[src/rtl/exanet_arb_pkg.sv]
// Shared types and index helpers for the Exanet output-port arbiter.
package exanet_arb_pkg;

    typedef enum logic [1:0] {
        IDLE  = 2'd0,
        GRANT = 2'd1,
        XFER  = 2'd2
    } arb_state_t;

    // Bit position of (prio, vc) inside a per-input request vector.
    function automatic int vc_index(input int prio, input int vc, input int vc_num);
        return prio * vc_num + vc;
    endfunction

endpackage

[src/rtl/rr_input_selector.sv]
// Round-robin input picker: first set bit of mask at or after rr_ptr, wrapping.
module rr_input_selector #(
    parameter int unsigned input_num = 4
) (
    input  logic [input_num-1:0]                                   mask,
    input  logic [((input_num > 1) ? $clog2(input_num) : 1)-1:0]   rr_ptr,
    output logic [((input_num > 1) ? $clog2(input_num) : 1)-1:0]   winner,
    output logic                                                   valid
);

    localparam int unsigned IW = (input_num > 1) ? $clog2(input_num) : 1;
    localparam int unsigned SW = IW + 1;

    logic [input_num-1:0] rot;
    logic [IW-1:0]        offset;
    logic [SW-1:0]        sum;

    // Rotate the doubled mask so rr_ptr lands at bit 0, then take the lowest set bit.
    always_comb begin
        rot    = input_num'({mask, mask} >> rr_ptr);
        offset = '0;
        for (int j = int'(input_num) - 1; j >= 0; j--) begin
            if (rot[j]) offset = IW'(j);
        end
        sum = {1'b0, rr_ptr} + {1'b0, offset};
        if (sum >= SW'(input_num)) sum = sum - SW'(input_num);
        winner = sum[IW-1:0];
    end

    assign valid = |mask;

endmodule

[src/rtl/output_port_vc_arbiter.sv]
// Output-port VC arbiter: priority then round-robin input selection, one-cycle
// cts pulse, grant held until last. Define OUTPUT_ARB_CREDIT_CHECK_EN to gate
// eligibility with i_credit_avail.
module output_port_vc_arbiter
    import exanet_arb_pkg::*;
#(
    parameter int unsigned vc_num    = 3,
    parameter int unsigned prio_num  = 2,
    parameter int unsigned input_num = 4
) (
    input  logic                                clk,
    input  logic                                resetn,
    input  logic [vc_num*prio_num-1:0]          i_request [input_num],
    input  logic [vc_num*prio_num-1:0]          i_credit_avail,
    input  logic                                last,
    output logic                                cts,
    output logic [$clog2(input_num)-1:0]        selected_input,
    output logic [$clog2(vc_num*prio_num)-1:0]  selected_vc,
    output logic                                busy
);

    localparam int unsigned VB = vc_num * prio_num;
    localparam int unsigned IW = $clog2(input_num);
    localparam int unsigned VW = $clog2(VB);
    localparam int unsigned PW = (prio_num > 1) ? $clog2(prio_num) : 1;

    arb_state_t             state, state_next;
    logic [IW-1:0]          rr_ptr, rr_ptr_next;
    logic [IW-1:0]          sel_input_next;
    logic [VW-1:0]          sel_vc_next;
    logic [VB-1:0]          elig [input_num];
    logic [prio_num-1:0]    level_any;
    logic [PW-1:0]          win_prio;
    logic [input_num-1:0]   input_mask;
    logic [IW-1:0]          win_input;
    logic                   win_valid;
    logic [VW-1:0]          win_vc;

`ifdef OUTPUT_ARB_CREDIT_CHECK_EN
    // Eligible = request with downstream credit.
    always_comb begin
        for (int i = 0; i < int'(input_num); i++) elig[i] = i_request[i] & i_credit_avail;
    end
`else
    logic credit_unused;
    assign credit_unused = ^i_credit_avail;

    // Eligible = request alone; credit port is not consulted.
    always_comb begin
        for (int i = 0; i < int'(input_num); i++) elig[i] = i_request[i];
    end
`endif

    // Per-priority-level reduction across all inputs.
    always_comb begin
        level_any = '0;
        for (int p = 0; p < int'(prio_num); p++)
            for (int i = 0; i < int'(input_num); i++)
                for (int v = 0; v < int'(vc_num); v++)
                    if (elig[i][vc_index(p, v, int'(vc_num))]) level_any[p] = 1'b1;
    end

    // Highest populated priority level wins.
    always_comb begin
        win_prio = '0;
        for (int p = 0; p < int'(prio_num); p++)
            if (level_any[p]) win_prio = PW'(p);
    end

    // Inputs with any eligible bit at the winning level.
    always_comb begin
        for (int i = 0; i < int'(input_num); i++) begin
            input_mask[i] = 1'b0;
            for (int p = 0; p < int'(prio_num); p++)
                for (int v = 0; v < int'(vc_num); v++)
                    if (PW'(p) == win_prio && elig[i][vc_index(p, v, int'(vc_num))])
                        input_mask[i] = 1'b1;
        end
    end

    rr_input_selector #(
        .input_num (input_num)
    ) u_rr_sel (
        .mask   (input_mask),
        .rr_ptr (rr_ptr),
        .winner (win_input),
        .valid  (win_valid)
    );

    // Lowest eligible VC of the winning input at the winning level.
    always_comb begin
        win_vc = '0;
        for (int p = 0; p < int'(prio_num); p++)
            for (int v = int'(vc_num) - 1; v >= 0; v--)
                if (PW'(p) == win_prio && elig[win_input][vc_index(p, v, int'(vc_num))])
                    win_vc = VW'(vc_index(p, v, int'(vc_num)));
    end

    // Next-state, winner capture, pointer update and cts.
    always_comb begin
        state_next     = state;
        sel_input_next = selected_input;
        sel_vc_next    = selected_vc;
        rr_ptr_next    = rr_ptr;
        cts            = 1'b0;
        case (state)
            IDLE: begin
                if (win_valid) begin
                    sel_input_next = win_input;
                    sel_vc_next    = win_vc;
                    state_next     = GRANT;
                end
            end
            GRANT: begin
                cts = i_request[selected_input][selected_vc];
                if (cts) begin
                    rr_ptr_next = (selected_input == IW'(input_num - 1)) ? '0
                                                                         : selected_input + IW'(1);
                    state_next  = XFER;
                end else begin
                    state_next  = IDLE;
                end
            end
            XFER: begin
                if (last) state_next = IDLE;
            end
            default: state_next = IDLE;
        endcase
    end

    // State and output registers.
    always_ff @(posedge clk) begin
        if (!resetn) begin
            state          <= IDLE;
            selected_input <= '0;
            selected_vc    <= '0;
            rr_ptr         <= '0;
            busy           <= 1'b0;
        end else begin
            state          <= state_next;
            selected_input <= sel_input_next;
            selected_vc    <= sel_vc_next;
            rr_ptr         <= rr_ptr_next;
            busy           <= (state_next != IDLE);
        end
    end

endmodule
[config.mk]
export PLATFORM = sky130hd
export DESIGN_NAME = output_port_vc_arbiter
export DESIGN_NICKNAME = d
export VERILOG_FILES = /design/src/rtl/exanet_arb_pkg.sv /design/src/rtl/rr_input_selector.sv /design/src/rtl/output_port_vc_arbiter.sv
export SDC_FILE = /design/constraint.sdc
export NUM_CORES = 1
export LEC_CHECK = 0
export ABC_AREA = 0
export ABC_CLOCK_PERIOD_IN_PS = 2700
export BUFFER_PORTS_ARGS = -buffer_cell sky130_fd_sc_hd__buf_2
export CORE_ASPECT_RATIO = 1.25
export CORE_UTILIZATION = 42
export DETAILED_ROUTE_END_ITERATION = 7
export HOLD_SLACK_MARGIN = 0.05
export PLACE_DENSITY = 0.77
export SYNTH_ARGS = -nofsm -noshare
export SYNTH_HDL_FRONTEND = slang
export SYNTH_SLANG_ARGS = --single-unit
export TNS_END_PERCENT = 5
[constraint.sdc]
create_clock -name clk -period 2.7 [get_ports clk]
set_input_delay 0 -clock clk [delete_from_list [all_inputs] [get_ports clk]]
set_output_delay 0 -clock clk [all_outputs]
set_load 0.02 [all_outputs]
==> results of run 1 <==
==> layer usage <==
layer  vias up  wire length, µm
met1       641             1490
met2        65             1900
met3        13              203
met5         -                0
li1        661                -
met4         0              127
==> flip-flops by register name, indices dropped and copies added, names as in the netlist <==
name,flops
rr_ptr,2
busy,1
selected_vc,3
state,2
selected_input,2
==> logic make-up after synthesis <==
family / after synthesis / share of synthesized area [%]
AOI/OAI and AO/OA: 42 / 29.6
xor gates and xnor gates: 1 / 0.774
adders and majority gates: 2 / 2.21
buffers and inverters: 13 / 5.08
DFF: 10 / 17.7
muxes: 15 / 21.2
and+or+nand+nor: 50 / 23.4
==> layout make-up <==
| class | count | share of cell area (%) |
|---|---|---|
| Inverter | 7 | 1.63 |
| Sequential cell | 10 | 12.4 |
| Tap cell | 33 | 2.56 |
| Timing Repair Buffer | 65 | 25.3 |
| Clock buffer | 3 | 1.40 |
| Multi-Input combinational cell | 110 | 56.7 |
==> synthesized netlist by cell type, drive strengths merged <==
master,count,share of area (%)
o41a,2,2.0
a41o,1,0.88
a311oi,2,1.5
buf,3,1.8
o2111ai,4,3.1
nor4b,2,1.5
dfxtp,10,18
nor3b,1,0.66
inv,7,2.3
clkbuf,3,0.99
xor2,1,0.77
mux2,2,2.0
ha,2,2.2
and3,3,2.1
nand2,6,2.0
o21ai,7,3.1
nor2,15,5.0
mux2i,6,5.3
or3,8,5.3
a21boi,1,0.99
a21oi,10,4.4
a21o,3,2.0
nor3,13,5.7
a41oi,2,1.5
mux4,7,14
nor4,2,1.1
o41ai,4,6.7
a31oi,6,3.3
==> report_power, final <==
group / switching (W) / internal (W) / leakage, nW
Clock: 0.0000474 / 0.0000513 / 0.0138
Sequential: 0.0000689 / 0.000188 / 0.0825
Combinational: 0.000276 / 0.000275 / 0.577
==> stage by stage <==
| step | TNS (ps) | util, % | hold slack [ps] | power, W | area (µm²) |
|---|---|---|---|---|---|
| after detailed placement | -653 | 61.7 | 278 | 0.000790 | 1540 |
| after global placement | -423 | 61.7 | 277 | 0.000774 | 1540 |
| after global routing | -11.8 | 64.5 | 141 | 0.000966 | 1610 |
| after floorplan | -5.29 | - | 138 | 0.000608 | 1150 |
| final | 0 | 64.5 | 115 | 0.000906 | 1610 |
| after CTS | 0 | 63.0 | 108 | 0.000898 | 1580 |
==> how the worst max path moves through the flow <==
| stage | startpoint | to | slack (ps) | cells after the start |
|---|---|---|---|---|
| 2_1_floorplan | i_request[11] | selected_vc[0] | -5 | 13 |
| 3_3_place_gp | i_request[11] | selected_vc[2] | -160 | 12 |
| 3_5_place_dp | i_request[11] | selected_vc[1] | -230 | 14 |
| 4_1_cts | i_request[11] | selected_vc[1] | 50 | 14 |
| 5_1_grt | i_request[3] | selected_vc[2] | -10 | 15 |
| 6_report | i_request[3] | selected_vc[2] | 160 | 12 |
==> worst register-to-register path, cell delays in order (launching register included) <==
cell,delay (ps)
dfxtp_1,530
nor3_1,110
a311oi_1,260
o21ai_1,100
ha_1,360
mux2i_2,290
and3_1,200
a21oi_1,40
or3_1,300
a21oi_1,140
==> what timing repair did <==
item	in CTS	in global routing
hold endpoints to repair	1	0
hold buffers	1	0
buffers inserted	0	0
setup endpoints to repair	0	3
gates resized for setup	0	6
==> impl_metrics.tcl, run 1 <==
set metrics [dict create \
    gr-usage-met2_pct 49.3 \
    tritoncts "built" \
    grtUsageMet3_pct 3.05 \
    fin_cells 228 \
    tightest_slew_ps 624 \
    top_usage_layer "met2" \
    antenna_cells 0 \
    final_nets 232 \
    first_global_vias 1366 \
    multi_input_area_um2 915 \
    synthesis.area_mm2 0.00113 \
    netlist_instances 133 \
    crit_path_start_kind "primary input" \
    register_area_um2 200 \
    ys_seq_elements 10 \
    powerDensity_mw_per_mm2 562 \
    post-route-min-period_ps 2540 \
    wl_per_cell_um 16.3 \
    globalplace.congestion 1.05 \
    grt_pass1_wl_mm 6.07 \
    fin_skew_ps 3.30 \
    path_cells "buf_2, or3_4, o41ai_4, nor3_1, a311oi_1, o21ai_1, ha_1, mux2i_2, and3_1, a21oi_1, or3_1, a21oi_1" \
    holdPathStages 4 \
    numPortBuffers 33 \
    cp_slowest_stage_delay_ps 500 \
    path_max_fanout 6 \
    finalHoldViolCount 0 \
    die-area_mm2 0.00291 \
    layout_common_cells "buf_2, buf_4, nor2_1" \
    root_buffer "clkbuf_4" \
    fillers 220 \
    dp_cells 224 \
    groute.usage.overall_pct 27.4 \
    vias 1380 \
    max-slew-margin-rel_pct 58.3 \
    syn_to_final_growth_pct 42.4 \
    start_util_pct 45.3 \
    r2r_setup_slack_ps 300 \
    overflow 0 \
    crit_top_cell "a21oi_1" \
    critical_path_buf_inv_count 1 \
    cts_max_level 1 \
    grt_max_degree 12 \
    ir_drop_uv 466 \
    clockBufferDepth 2 \
    dieHeight_um 60.1 \
    worstPathArrival_ps 2740 \
    final_common_cell "buf_2" \
    via_per_inst 6.05 \
    worstPathRequired_ps 2900 \
    routed_wl_mm 3.72 \
    ios 40 \
    final.setup.worst_slack_ps 158 \
    reg2reg_depth 9 \
    critPathSlowestCell "o41ai_4" \
    path_class "in -> reg" \
    numClockSinks 10 \
    numCtsBuffers 3 \
    clk_pin_slew_ps 50 \
    clkLatencyLatePin_ps 270 \
    cp-end-kind "flop" \
    holdPathEnd "state[1]" \
    maxCapViolations 0 \
    status "finished, final reports clean" \
    yosysSeqAreaShare_pct 17.7 \
    r2r_end "selected_vc[2]" \
    yosys_warnings 0 \
    firstDrtPassIters 4 \
    fin_crit_sh_pct 94.2 \
    fmax_ghz 0.393 \
    syn_avg_cell_area_um2 8.51 \
    pre_cts_ws_ps -229 \
    final-max-slew-violation-count 0 \
    drt_iter0_markers 84 \
    hpwl_mm 3.04 \
    grt_setup_unrepaired "yes" \
    ant_nets 0 \
    setup_viol 0 \
    r2r-start "rr_ptr[0]" \
    ys_types 33 \
    critPathTopFamily "simple AND/OR/NAND/NOR gates" \
    grt.met1_usage_pct 31.8 \
    hold_path_class "in -> reg" \
    drc 0 \
    power.leakage_nw 0.674 \
    die_w_um 48.4 \
    coreArea_mm2 0.00250 \
    worst_hold_startpoint "last" \
    syn-num-nets 168 \
    antenna_found_initial 0 \
    drive_above_1_share_pct 44.1 \
    fp-row-count 20 \
]
Power figures use the tool's default switching activity.
==> run 2: changes to the inputs <==
Settings changed: PLACE_DENSITY 0.77 to 0.78, SYNTH_HIERARCHICAL set to 1.
==> run 2 against run 1 <==
  * The flow now finishes with violations (setup timing)
  * Synthesized cell count shrank 15%
  * Non-clock buffer count shrank 3
  * Global-route usage grew 2.6 points
  * Highest routed layer unchanged
  * Sequential power shrank 7%
  * Clock-buffer cell count is the same
  * Synthesized area shrank 7.2%
==> impl_metrics.tcl, run 2 <==
set metrics [dict create \
    combPwrFrac_pct 58.0 \
    ios 40 \
    dp_cells 197 \
    cp-end-kind "flop" \
    synth-async-reset-ratio_pct 0 \
    clk_pin_slew_ps 60 \
    firstDrtPassIters 4 \
    ant_nets 0 \
    final_common_cell "buf_2" \
    yosysTopAreaCellShare_pct 19.0 \
    yosysSeqAreaShare_pct 19.0 \
    numCtsBuffers 3 \
    synth_top_family_by_area "multiplexers" \
    die_w_um 46.7 \
    final-max-slew-violation-count 0 \
    clockBufferDepth 2 \
    max_flop_register "selected_vc" \
    tightest_slew_ps 441 \
    wl_per_cell_um 17.5 \
    syn_avg_cell_area_um2 9.30 \
    coreArea_mm2 0.00228 \
    netlist_instances 113 \
    ys_seq_elements 10 \
    grt_max_degree 13 \
    groute.usage.overall_pct 30.0 \
    hold_path_class "in -> reg" \
    drt_iter0_markers 34 \
    overflow 0 \
    violations "setup timing" \
    ys.flop_type "dfxtp_1" \
    fin_cells 203 \
    synthesis.area_mm2 0.00105 \
    synth_common_cells "nand2_1, nor3_1, dfxtp_1, nor2_1, mux4_2" \
    start_util_pct 46.1 \
    synth-edff-count 0 \
    cts_max_level 1 \
    tritoncts "built" \
    drive_above_1_share_pct 54.7 \
    route.met2.wl_mm 1.89 \
    layout_common_cells "buf_2, buf_4, nand2_1, dfxtp_1, nor2_1" \
    crit_path_start_kind "primary input" \
    p_sw_w 0.000337 \
    power.leakage_nw 0.649 \
    antenna_cells 0 \
    antenna_found_initial 0 \
    top_layer "met4" \
    maxCapViolations 0 \
    ir_drop_uv 312 \
    post-route-min-period_ps 2710 \
    syn_to_final_growth_pct 51.1 \
    via_per_inst 6.12 \
    drc 0 \
    path_class "in -> reg" \
    setup_viol 1 \
    ys_types 38 \
    synth_mux_area_share_pct 31.4 \
    holdPathStages 3 \
    largest_register_ffs 3 \
    syn-num-nets 148 \
    drt-met1-wl_mm 1.32 \
    first_global_vias 1349 \
    synth_compound_area_share_pct 15.6 \
    synth-xor-area-share_pct 1.67 \
    path_max_fanout 6 \
    numPortBuffers 33 \
    intPower_w 0.000477 \
    synth_simple_gate_area_share_pct 25.7 \
    fmax_ghz 0.369 \
    numClockSinks 10 \
    worstPathRequired_ps 2910 \
    reg2reg_depth 9 \
    grt_setup_unrepaired "yes" \
    hpwl_mm 2.78 \
    status "finished, violations left" \
    yosys_warnings 6 \
    dieHeight_um 57.9 \
    globalplace.congestion 0.816 \
    max-slew-margin-rel_pct 70.5 \
    utilization_pct 69.6 \
    fin_crit_sh_pct 100 \
    power_switching_share_pct 41.4 \
    die-area_mm2 0.00271 \
    worstPathArrival_ps 2910 \
    routed_wl_mm 3.56 \
    finalHoldViolCount 0 \
    synth_adder_area_share_pct 2.38 \
    root_buffer "clkbuf_4" \
    ys_top_cells_by_area "dfxtp_1, mux4_2, mux4_1" \
    powerDensity_mw_per_mm2 513 \
    synth_largest_area_cell "dfxtp_1" \
    vias 1243 \
    clkLatencyLatePin_ps 270 \
    fin_skew_ps 1.24 \
    pwr-share-seq_pct 29.3 \
    final_nets 209 \
    clock_power_share_pct 12.7 \
    grt_pass1_wl_mm 5.80 \
    final.setup.worst_slack_ps -7.53 \
    fp-row-count 19 \
    routed-wl-met3_um 203 \
]
## run 2: cell types whose count changed after synthesis, moves of 4 or more
cell	before	now
inv_1	7	2
o2111ai_1	4	0
a21oi_1	10	4
or3_1	6	1
nand2_1	6	11
nor2_1	15	10
a31oi_1	6	1
## run 2: final cells by class
class	count	area, µm²
Multi-Input combinational cell	95	932
Fill cell	183	694
Timing Repair Buffer	62	387
Sequential cell	10	200
Tap cell	31	38.8
Clock buffer	3	22.5
Inverter	2	7.51
## run 2: logic make-up (layout without fill, tap and decap cells)
| group | after synthesis | after routing |
|---|---|---|
| compound gates | 22 | 22 |
| xor+xnor | 2 | 2 |
| flops | 10 | 10 |
| fa+ha+maj | 2 | 2 |
| simple gates | 51 | 51 |
| mux | 18 | 18 |
| buf+inv | 8 | 67 |
## run 2: power by group through the flow
| stage | clock (W) | combinational [W] | sequential [W] |
|---|---|---|---|
| global placement | 0 | 0.000436 | 0.000233 |
| detailed placement | 0 | 0.000453 | 0.000238 |
| CTS | 0.000102 | 0.000464 | 0.000237 |
| global route | 0.000113 | 0.000508 | 0.000245 |
| floorplan | 0 | 0.000305 | 0.000235 |
| finish | 0.000103 | 0.000472 | 0.000239 |
## run 2: timing repair
item	4_1_cts	5_1_grt
gates resized for setup	8	6
gates cloned	0	0
setup endpoints to repair	1	3
hold buffers	0	0
buffers inserted	1	2
pin swaps	3	11
## run 2: critical path, cell delays in order
cell and delay [ps]:
buf_2 130, nor3_4 190, nand4_1 140, buf_6 170, o21ai_4 170, buf_4 150, nor3_1 40, a21oi_1 150
o211ai_1 110, ha_2 210, xor2_2 150, xnor2_2 270, mux4_2 350, or4b_4 540, a21oi_2 140
## run 2: stage by stage
stage | hold WS (ps) | setup TNS, ps | cell area, µm² | total power, W | worst slack, ps
4_1_cts | 58.1 | 0 | 1560 | 0.000803 | 4.99
2_1_floorplan | 149 | -103 | 1120 | 0.000541 | -103
5_1_grt | 52.8 | -126 | 1590 | 0.000865 | -112
3_5_place_dp | 337 | -791 | 1480 | 0.000691 | -379
6_report | 49.4 | -7.53 | 1590 | 0.000814 | -7.53
3_3_place_gp | 326 | -378 | 1480 | 0.000669 | -216
## run 2: metal layers
metal  GRT usage, %  vias to the layer above
li1               -                      557
met1           34.1                      602
met2           50.0                       69
met3           6.54                       15
met4           16.7                        0
met5              0                        -
## run 2: worst paths after layout
kind	from	end	slack [ps]
hold / removal	last	state[1]	50
setup reg to reg	rr_ptr[0]	selected_vc[1]	40
hold reg to reg	state[0]	state[1]	610
setup / recovery	i_request[15]	selected_vc[1]	-8
